### src/rtl/addr_mgmt.sv
// rtl/addr_mgmt.sv - block-granular packet RAM address manager for data_ctrl
// Purpose: splits the packet RAM into fixed blocks, hands a free block base to the
//   write side, queues finished packets in arrival order, launches reads when the
//   scheduler is ready and recycles a block once its read completes.
// Ports:
//   clk, rst_n                 clock, asynchronous active-low reset
//   in_pkt_data[133:0]         snooped packet line, [133:132] 01=SOP 11=mid 10=EOP
//   in_pkt_data_wr             line valid
//   out_alloc_ready            a free block is held in addr2data_waddr
//   addr2data_waddr[10:0]      write base address, addr2data_waddr_wr pulses on load
//   in_sched_ready             downstream can accept a packet
//   addr2data_raddr[10:0]      read base address, addr2data_raddr_wr launches the read
//   out_data_cache_valid_wr    data_ctrl finished reading the in-flight packet
//   out_pkt_cnt[6:0]           packets queued but not yet launched
//   out_err_ovf                pulse: packet longer than a block, or SOP while busy
module addr_mgmt #(
  parameter int BLK_W  = 6,
  parameter int LINE_W = 5,
  parameter int ADDR_W = BLK_W + LINE_W
) (
  input  logic              clk,
  input  logic              rst_n,
  input  logic [133:0]      in_pkt_data,
  input  logic              in_pkt_data_wr,
  output logic              out_alloc_ready,
  output logic [ADDR_W-1:0] addr2data_waddr,
  output logic              addr2data_waddr_wr,
  input  logic              in_sched_ready,
  output logic [ADDR_W-1:0] addr2data_raddr,
  output logic              addr2data_raddr_wr,
  input  logic              out_data_cache_valid_wr,
  output logic [BLK_W:0]    out_pkt_cnt,
  output logic              out_err_ovf
);

  localparam int BLK_NUM   = 1 << BLK_W;
  localparam int BLK_LINES = 1 << LINE_W;
  localparam logic [LINE_W:0] LINE_LIMIT = BLK_LINES[LINE_W:0];
  localparam logic [BLK_W-1:0] LAST_IDX  = BLK_W'(BLK_NUM - 1);

  typedef enum logic [1:0] {W_INIT, W_FETCH, W_READY, W_BUSY} wstate_e;
  typedef enum logic [1:0] {R_IDLE, R_LAUNCH, R_WAIT_DONE} rstate_e;

  wstate_e          wstate_q;
  rstate_e          rstate_q;
  logic [BLK_W-1:0] init_idx_q;
  logic [BLK_W-1:0] wblk_q;
  logic [BLK_W-1:0] rblk_q;
  logic [LINE_W:0]  line_cnt_q;

  logic [BLK_W-1:0] free_mem [BLK_NUM];
  logic [BLK_W-1:0] free_wptr_q, free_rptr_q;
  logic [BLK_W:0]   free_cnt_q;
  logic [BLK_W-1:0] pkt_mem [BLK_NUM];
  logic [BLK_W-1:0] pkt_wptr_q, pkt_rptr_q;
  logic [BLK_W:0]   pkt_cnt_q;

  logic             free_push, free_pop, pkt_push, pkt_pop;
  logic [BLK_W-1:0] free_push_idx;
  logic             line_sop, line_eop;
  logic             unused_payload;

  assign line_sop       = in_pkt_data_wr && (in_pkt_data[133:132] == 2'b01);
  assign line_eop       = in_pkt_data_wr && (in_pkt_data[133:132] == 2'b10);
  assign unused_payload = ^in_pkt_data[131:0];
  assign out_pkt_cnt    = pkt_cnt_q;

  // INIT seeding and read completion never overlap: the packet queue is empty
  // during INIT, so no read can be in flight.
  always_comb begin
    free_push     = 1'b0;
    free_push_idx = '0;
    if (wstate_q == W_INIT) begin
      free_push     = 1'b1;
      free_push_idx = init_idx_q;
    end else if (rstate_q == R_WAIT_DONE && out_data_cache_valid_wr) begin
      free_push     = 1'b1;
      free_push_idx = rblk_q;
    end
    free_pop = (wstate_q == W_FETCH) && (free_cnt_q != '0);
    pkt_push = (wstate_q == W_BUSY) && line_eop;
    pkt_pop  = (rstate_q == R_IDLE) && (pkt_cnt_q != '0) && in_sched_ready;
  end

  always_ff @(posedge clk) begin
    if (free_push) free_mem[free_wptr_q] <= free_push_idx;
    if (pkt_push)  pkt_mem[pkt_wptr_q]   <= wblk_q;
  end

  always_ff @(posedge clk or negedge rst_n) begin
    if (!rst_n) begin
      free_wptr_q <= '0;
      free_rptr_q <= '0;
      free_cnt_q  <= '0;
      pkt_wptr_q  <= '0;
      pkt_rptr_q  <= '0;
      pkt_cnt_q   <= '0;
    end else begin
      if (free_push) free_wptr_q <= free_wptr_q + 1'b1;
      if (free_pop)  free_rptr_q <= free_rptr_q + 1'b1;
      if (free_push && !free_pop)      free_cnt_q <= free_cnt_q + 1'b1;
      else if (!free_push && free_pop) free_cnt_q <= free_cnt_q - 1'b1;
      if (pkt_push) pkt_wptr_q <= pkt_wptr_q + 1'b1;
      if (pkt_pop)  pkt_rptr_q <= pkt_rptr_q + 1'b1;
      if (pkt_push && !pkt_pop)      pkt_cnt_q <= pkt_cnt_q + 1'b1;
      else if (!pkt_push && pkt_pop) pkt_cnt_q <= pkt_cnt_q - 1'b1;
    end
  end

  // Write FSM
  always_ff @(posedge clk or negedge rst_n) begin
    if (!rst_n) begin
      wstate_q           <= W_INIT;
      init_idx_q         <= '0;
      wblk_q             <= '0;
      line_cnt_q         <= '0;
      out_alloc_ready    <= 1'b0;
      addr2data_waddr    <= '0;
      addr2data_waddr_wr <= 1'b0;
      out_err_ovf        <= 1'b0;
    end else begin
      addr2data_waddr_wr <= 1'b0;
      out_err_ovf        <= 1'b0;
      case (wstate_q)
        W_INIT: begin
          init_idx_q <= init_idx_q + 1'b1;
          if (init_idx_q == LAST_IDX) wstate_q <= W_FETCH;
        end
        W_FETCH: begin
          if (free_cnt_q != '0) begin
            wblk_q             <= free_mem[free_rptr_q];
            addr2data_waddr    <= {free_mem[free_rptr_q], {LINE_W{1'b0}}};
            addr2data_waddr_wr <= 1'b1;
            out_alloc_ready    <= 1'b1;
            wstate_q           <= W_READY;
          end
        end
        W_READY: begin
          if (line_sop) begin
            out_alloc_ready <= 1'b0;
            line_cnt_q      <= 1;
            wstate_q        <= W_BUSY;
          end
        end
        W_BUSY: begin
          if (in_pkt_data_wr) begin
            // Saturating, so the block-full crossing is seen once per packet.
            if (line_cnt_q != '1) line_cnt_q <= line_cnt_q + 1'b1;
            if (line_cnt_q == LINE_LIMIT || line_sop) out_err_ovf <= 1'b1;
            if (line_eop) wstate_q <= W_FETCH;
          end
        end
        default: wstate_q <= W_INIT;
      endcase
    end
  end

  // Read FSM: one packet in flight at a time
  always_ff @(posedge clk or negedge rst_n) begin
    if (!rst_n) begin
      rstate_q           <= R_IDLE;
      rblk_q             <= '0;
      addr2data_raddr    <= '0;
      addr2data_raddr_wr <= 1'b0;
    end else begin
      addr2data_raddr_wr <= 1'b0;
      case (rstate_q)
        R_IDLE: begin
          if (pkt_pop) begin
            rblk_q   <= pkt_mem[pkt_rptr_q];
            rstate_q <= R_LAUNCH;
          end
        end
        R_LAUNCH: begin
          addr2data_raddr    <= {rblk_q, {LINE_W{1'b0}}};
          addr2data_raddr_wr <= 1'b1;
          rstate_q           <= R_WAIT_DONE;
        end
        R_WAIT_DONE: begin
          if (out_data_cache_valid_wr) rstate_q <= R_IDLE;
        end
        default: rstate_q <= R_IDLE;
      endcase
    end
  end

endmodule

### config.mk
export PLATFORM = sky130hd
export DESIGN_NAME = addr_mgmt
export DESIGN_NICKNAME = d
export VERILOG_FILES = /design/src/rtl/addr_mgmt.sv
export SDC_FILE = /design/constraint.sdc
export NUM_CORES = 1
export LEC_CHECK = 0
export BUFFER_PORTS_ARGS = -buffer_cell sky130_fd_sc_hd__clkbuf_2
export CAP_MARGIN = 40
export CORE_MARGIN = 3
export CORE_UTILIZATION = 65
export CTS_CLUSTER_SIZE = 30
export DETAILED_ROUTE_END_ITERATION = 8
export GPL_TIMING_DRIVEN = 0
export PLACE_DENSITY = 0.89
export RECOVER_POWER = 100
export SLEW_MARGIN = 20
export SYNTH_ARGS = -nofsm -noshare
export SYNTH_HDL_FRONTEND = slang
export SYNTH_SLANG_ARGS = --single-unit
### constraint.sdc
create_clock -name clk -period 9.63 [get_ports clk]
set_clock_uncertainty 0.15 [all_clocks]
set_input_delay 1.4445 -clock clk [delete_from_list [all_inputs] [get_ports clk]]
set_output_delay 1.4445 -clock clk [all_outputs]
set_load 0.01 [all_outputs]
### After elaboration in Yosys (flattened, before gate mapping)

Memory sizes are Yosys's and may differ from the RTL's. A register that Yosys moved wholly into a read port is not among the register bits.
Cells that the tools add are included.

| storage, ports and cells | value |
|---|---|
| register bits | 64 |
| memory bits (writable) | 768 |
| input port bits | 139 |
| output and inout bits | 33 |
| logic and storage cells | 111 |
| memories | 2 |

| operators by class | value |
|---|---|
| add/subtract/negate cells | 10 |
| equality and inequality tests | 18 |
| multiplexer cells | 34 |
| reduce and logical (&&, ||, !) cells | 32 |

Memories:

| memory | words | width | read ports | clocked after memory_dff | write ports | RTL line | text |
|---|---|---|---|---|---|---|---|
| free_mem | 64 | 6 | 1 | 1 | 1 | 51 | `logic [BLK_W-1:0] free_mem [BLK_NUM];` |
| pkt_mem | 64 | 6 | 1 | 1 | 1 | 54 | `logic [BLK_W-1:0] pkt_mem [BLK_NUM];` |

Operator list:

| operator | number |
|---|---|
| adder 6 x 1 -> 6 bit (second input constant) | 6 |
| 2-to-1 mux 6 bit | 5 |
| 2-to-1 mux 7 bit | 4 |
| adder 7 x 1 -> 7 bit (second input constant) | 2 |
| 2-to-1 mux 1 bit | 14 |
| 2-to-1 mux 2 bit | 7 |
| nonzero test 7 bit | 2 |
| subtractor 7 x 1 -> 7 bit (second input constant) | 2 |
| equality test 6 bit (second input constant) | 2 |
| one-hot mux 6 bit (2 select lines) | 1 |
| logical AND 1 bit | 11 |
| inequality test 2 bit (second input constant) | 5 |
| equality test 2 bit (second input constant) | 4 |
| one-hot mux 2 bit (4 select lines) | 1 |
| nonzero test 2 bit | 4 |
| equality test 2 x 1 -> 1 bit (second input constant) | 3 |
| zero test 1 bit | 6 |
| inequality test 2 x 1 -> 1 bit (second input constant) | 3 |
| inequality test 6 bit (second input constant) | 1 |
| one-hot mux 2 bit (3 select lines) | 1 |
| AND reduction 2 bit | 3 |
| AND reduction 5 bit | 1 |
| zero test 2 bit | 2 |
| AND reduction 4 bit | 1 |
| other kinds (3) | 3 |

### Logic depth before layout (Yosys ltp)

| logic depth | value |
|---|---|
| depth in word-level cells | 8 |
| mapped depth | 12 |
| gate-level depth less buffers | 12 |

### Least setup slack after synthesis

Ideal clock, no wire load.

| timing path | value |
|---|---|
| path type | input to register |
| start point | input port in_sched_ready |
| end point | register pkt_cnt_q[5], in the netlist out_pkt_cnt[5] |
| setup time | 0.123 ns |
| data arrival time | 3.799 ns |
| data required time | 9.357 ns |
| setup slack | 5.558 ns |
| cell stages on the path | 11 |
| buffers on the path | 0 |
| cells stage by stage | inv_1 a2111oi_2 inv_2 ha_1 inv_1 ha_1 a21o_1 a21oi_1 o21bai_1 a2111o_1 o221a_2 |

| on the way | value |
|---|---|
| cells in the longest elaborated chain, start to end | 4 |
| elaborated cells between the ends (all ways) | 6 |
| those cells by class | mux: 1; reduce/logical: 5 |

Ends and longest elaborated chain:

| what | RTL line | text |
|---|---|---|
| from (decl) | 28 | `input logic in_sched_ready,` |
| logical AND 1 bit (*) | 82 | `pkt_pop = (rstate_q == R_IDLE) && (pkt_cnt_q != '0) && in_sched_ready;` |
| zero test 1 bit | 105 | `if (pkt_push && !pkt_pop) pkt_cnt_q <= pkt_cnt_q + 1'b1;` |
| logical AND 1 bit | 105 |  |
| 2-to-1 mux 7 bit or nonzero test 2 bit (tied branches) | n/a |  |
| to (signal assigned) | 105 |  |
| to (signal assigned) | 106 | `else if (!pkt_push && pkt_pop) pkt_cnt_q <= pkt_cnt_q - 1'b1;` |
| to (decl) | 56 | `logic [BLK_W:0] pkt_cnt_q;` |

Every way passes the cells marked *; elsewhere a longest branch is shown, timed or not.
A chain may end at the register's enable or synchronous reset.

### Worst setup path in the final report

| timing path | value |
|---|---|
| start point | register addr2data_waddr[9], read port of free_mem |
| end point | output port addr2data_waddr[9] |

RTL lines:

| what | RTL line | text |
|---|---|---|
| from (decl) | 26 | `output logic [ADDR_W-1:0] addr2data_waddr,` |

No word-level cell between the ends.

==> report_table.html <==
<table>
<tr><th>Metric</th><th>Value</th></tr>
<tr><th colspan="2">Detailed routing</th></tr>
<tr><td>Final WL</td><td>94.0 mm</td></tr>
<tr><td>Remaining design rule violation count</td><td>0</td></tr>
<tr><td>Count of vias placed by the detailed router</td><td>approximately 20000</td></tr>
<tr><td>Count of antenna-violating nets left after detailed routing</td><td>0</td></tr>
<tr><td>Routed wire per std cell</td><td>between 30 and 40 um</td></tr>
<tr><td>Drt first-iter violations</td><td>between 3000 and 4000</td></tr>
<tr><td>Vias per Instance</td><td>about 7.4</td></tr>
<tr><td>First-pass detailed-route iteration total</td><td>6</td></tr>
<tr><th colspan="2">Power and ir drop</th></tr>
<tr><td>Total power divided by cell area</td><td>between 300 and 400 nW/um^2</td></tr>
<tr><td>Peak supply drop</td><td>~240 uV</td></tr>
<tr><td>Lkg Pwr</td><td>approximately 13 nW</td></tr>
<tr><td>Tot Pwr</td><td>between 10 and 15 mW</td></tr>
<tr><th colspan="2">Yosys</th></tr>
<tr><td>Library cell with the highest instance count after synthesis</td><td>sky130_fd_sc_hd__edfxtp_1</td></tr>
<tr><td>Syn avg cell area</td><td>about 18 um^2</td></tr>
<tr><td>Gate Count Post-Synth</td><td>approximately 1900</td></tr>
<tr><td>Unique cell type count in the Yosys netlist</td><td>63</td></tr>
<tr><td>Count of flip-flops with a built-in enable after synthesis</td><td>~770</td></tr>
<tr><td>Post-synth top area share</td><td>0.679</td></tr>
<tr><td>Most area-consuming cells after synthesis</td><td>sky130_fd_sc_hd__edfxtp_1 (68%), sky130_fd_sc_hd__mux4_2 (8.6%), sky130_fd_sc_hd__dfrtp_1 (5.6%), sky130_fd_sc_hd__mux2i_1 (3.8%), sky130_fd_sc_hd__nor2_1 (1.7%)</td></tr>
<tr><td>Commonest register cell after synthesis</td><td>sky130_fd_sc_hd__edfxtp_1</td></tr>
<tr><td>Cell accounting for the most synthesized area</td><td>sky130_fd_sc_hd__edfxtp_1</td></tr>
<tr><td>Async SR Flop Fraction</td><td>0.0900</td></tr>
<tr><td>Cell area after technology mapping</td><td>between 30000 and 40000 um^2</td></tr>
<tr><td>Synthesized flop and latch total</td><td>844</td></tr>
<tr><td>Portion of the post-synthesis area used by sequential elements</td><td>0.735</td></tr>
<tr><td>Total of warnings raised by yosys</td><td>0</td></tr>
<tr><td>Most frequent cells after synthesis</td><td>sky130_fd_sc_hd__edfxtp_1 (768), sky130_fd_sc_hd__nor2_1 (151), sky130_fd_sc_hd__mux4_2 (130)</td></tr>
<tr><th colspan="2">Timing</th></tr>
<tr><td>Hold_ws</td><td>317 ps</td></tr>
<tr><td>Actual transition at the worst max-transition pin</td><td>2710 ps</td></tr>
<tr><td>Setup violators final</td><td>0</td></tr>
<tr><td>Fin Setup TNS</td><td>0 ps</td></tr>
<tr><td>Final count of pins violating max slew</td><td>approximately 640</td></tr>
<tr><td>Slew headroom</td><td>-0.803</td></tr>
<tr><td>Max Fclk</td><td>0.198 GHz</td></tr>
<tr><td>Final worst path period need</td><td>~5100 ps</td></tr>
<tr><td>Final hold violation count</td><td>0</td></tr>
<tr><td>Unrepaired setup endpoints after global routing</td><td>false</td></tr>
<tr><td>Final period util</td><td>0.525</td></tr>
<tr><th colspan="2">Setup path</th></tr>
<tr><td>Highest-delay cell along the critical path</td><td>sky130_fd_sc_hd__clkbuf_1</td></tr>
<tr><td>Data required time of the critical path</td><td>8040 ps</td></tr>
<tr><td>Arrival time at the worst endpoint</td><td>3460 ps</td></tr>
<tr><td>CP Capture Type</td><td>primary output</td></tr>
<tr><td>Buffers &amp; Inverters on Critical Path</td><td>2</td></tr>
<tr><td>Nature of the critical path startpoint</td><td>flop</td></tr>
<tr><td>Crit path max-delay family</td><td>buffers and inverters</td></tr>
<tr><td>CP Max Fanout</td><td>44</td></tr>
<tr><td>Most used cell, CP</td><td>sky130_fd_sc_hd__clkbuf_1</td></tr>
<tr><td>Critical path, cell by cell</td><td>clkbuf_1, clkbuf_1</td></tr>
<tr><td>CP max stage delay</td><td>1580 ps</td></tr>
<tr><td>Kind of critical path</td><td>flop to primary output</td></tr>
<tr><th colspan="2">Die</th></tr>
<tr><td>Number of core rows</td><td>83</td></tr>
<tr><td>IO Count</td><td>between 150 and 200</td></tr>
<tr><td>Width of the die</td><td>approximately 230 um</td></tr>
<tr><td>Full die area</td><td>55000 um^2</td></tr>
<tr><td>Core region area</td><td>51500 um^2</td></tr>
<tr><td>Vertical die dimension</td><td>235 um</td></tr>
<tr><td>Starting utilization of the core area</td><td>0.659</td></tr>
<tr><th colspan="2">CTS</th></tr>
<tr><td>Cts repair resizes</td><td>0</td></tr>
<tr><td>Hold buffer count at cts</td><td>0</td></tr>
<tr><td>CTS HTree Levels</td><td>3</td></tr>
<tr><td>Buffers from clock root to sink, at most</td><td>3</td></tr>
<tr><td>Number of CTS-inserted buffers</td><td>slightly below 80</td></tr>
<tr><td>Post-CTS Setup Repair Bufs</td><td>0</td></tr>
<tr><td>Later-pin clock latency in the skew report</td><td>about 630 ps</td></tr>
<tr><td>Master cell of the clock root buffer</td><td>sky130_fd_sc_hd__clkbuf_16</td></tr>
<tr><td>Sinks on the clock net</td><td>844</td></tr>
<tr><td>Clock Pin Slew Worst Setup and Hold Paths</td><td>~60 ps</td></tr>
<tr><td>Clock tree from TritonCTS</td><td>built</td></tr>
<tr><th colspan="2">Final layout</th></tr>
<tr><td>Ratio of cells with drive above 1 in the final layout</td><td>0.156</td></tr>
<tr><td>Final Cell Area</td><td>~38000 um^2</td></tr>
<tr><td>Total of fill cells in the finished design</td><td>around 2700</td></tr>
<tr><td>NumNets Final</td><td>between 2000 and 2500</td></tr>
<tr><td>Count of inserted antenna diode cells</td><td>0</td></tr>
<tr><td>Area Overhead vs Synth</td><td>10.6%</td></tr>
<tr><td>Fin cells</td><td>between 2000 and 3000</td></tr>
<tr><th colspan="2">Placed design</th></tr>
<tr><td>Placer Congestion</td><td>a little under 1</td></tr>
<tr><td>Total placed instance area</td><td>35300 um^2</td></tr>
<tr><td>Count of buffers inserted at the top-level ports</td><td>29</td></tr>
<tr><td>DP Cell Count</td><td>2594</td></tr>
<tr><td>Final HPWL from detailed placement</td><td>roughly 54 mm</td></tr>
<tr><th colspan="2">GRT</th></tr>
<tr><td>Maximum number of pins on one net before global-route repair</td><td>67</td></tr>
<tr><td>Vias in the first global route</td><td>approximately 20000</td></tr>
<tr><td>Number of antenna violations at the first check in global routing</td><td>2</td></tr>
<tr><td>Global-route wire length before repair</td><td>between 100 and 150 mm</td></tr>
<tr><td>GRT Overall Usage</td><td>0.344</td></tr>
<tr><td>Remaining Overflow, GRT</td><td>0</td></tr>
<tr><th colspan="2">Run status</th></tr>
<tr><td>Violations in the final reports</td><td>capacitance limit, slew limit</td></tr>
<tr><td>Run status</td><td>finished with violations</td></tr>
<tr><th colspan="2">Worst hold path</th></tr>
<tr><td>Class of the tightest hold or removal check</td><td>flop to flop</td></tr>
<tr><th colspan="2">Run</th></tr>
<tr><td>Number of violations of the max-capacitance limit</td><td>15</td></tr>
</table>
-- placed cells by master (no fill, tap or decap), types with 55 or more instances in the layout --
cell / synthesis / layout
sky130_fd_sc_hd__a21oi_1: 55 / 55
sky130_fd_sc_hd__clkbuf_1: 43 / 110
sky130_fd_sc_hd__clkbuf_16: 0 / 81
sky130_fd_sc_hd__dfrtp_1: 76 / 76
sky130_fd_sc_hd__edfxtp_1: 768 / 768
sky130_fd_sc_hd__mux2i_1: 129 / 129
sky130_fd_sc_hd__mux4_2: 130 / 130
sky130_fd_sc_hd__nand2_1: 64 / 64
sky130_fd_sc_hd__nor2_1: 151 / 151
-- layer usage --
layer	vias to the layer above	part of all wire	track usage
li1	7701	-	-
met1	9824	0.30	0.410
met2	2069	0.48	0.555
met3	606	0.12	0.0975
met4	2	0.088	0.228
met5	-	0.00012	0
-- flip-flops by register name, summed over array words and instances, names as in the netlist, 2 cells and up --
signal / cells
addr2data_waddr: 6
pkt_rptr_q: 6
line_cnt_q: 6
free_rptr_q: 6
rblk_q: 6
free_wptr_q: 6
free_cnt_q: 7
addr2data_raddr: 6
rstate_q: 2
out_pkt_cnt: 7
free_mem: 384
init_idx_q: 6
wstate_q: 2
pkt_wptr_q: 6
pkt_mem: 384
-- area by class of cell --
class	count	area [um^2]	area share
inverters	22	82.6	0.00220
clock inverters	36	363	0.00966
clock buffers	107	2160	0.0577
repair buffers	46	206	0.00550
well taps	680	851	0.0227
flip-flops and latches	844	25000	0.665
multi-input cells	899	8340	0.222
plain buffers	106	576	0.0153
-- through the flow --
step	worst slack, ps	utilization
final	4580	0.729
after global routing	4440	0.729
after CTS	5360	0.734
after detailed placement	4810	0.685
after global placement	4790	0.679
after floorplan	5560	-
-- final timing paths --
path / from / endpoint / slack, ps / depth (start not counted)
setup / recovery: addr2data_waddr[9] / addr2data_waddr[9] / 4580 / 2
hold / removal: free_cnt_q[6] / free_cnt_q[6] / 320 / 1
setup reg to reg: wstate_q[1] / free_mem[57][4] / 4910 / 6
hold reg to reg: free_cnt_q[6] / free_cnt_q[6] / 320 / 1
max in group asynchronous: rst_n / free_rptr_q[3] / 4960 / 2
min in group asynchronous: rst_n / out_pkt_cnt[4] / 1480 / 1
-- logic make-up after synthesis --
group | share of synthesized area
AO/OA/AOI/OAI | 0.0494
XOR/XNOR | 0.00980
adder cells (fa/ha/maj) | 0.0104
buffers and inverters | 0.0199
flip-flops | 0.735
multiplexers | 0.135
other | 0.000110
AND/OR/NAND/NOR | 0.0404
-- report_power, final --
part / leakage [nW] / internal, mW / switching [mW] / total (mW)
Combinational: 3.37 / 1.37 / 2.42 / 3.79
Sequential: 7.96 / 4.59 / 0.369 / 4.96
Clock: 1.24 / 1.77 / 1.36 / 3.12
Power figures use the tool's default switching activity.
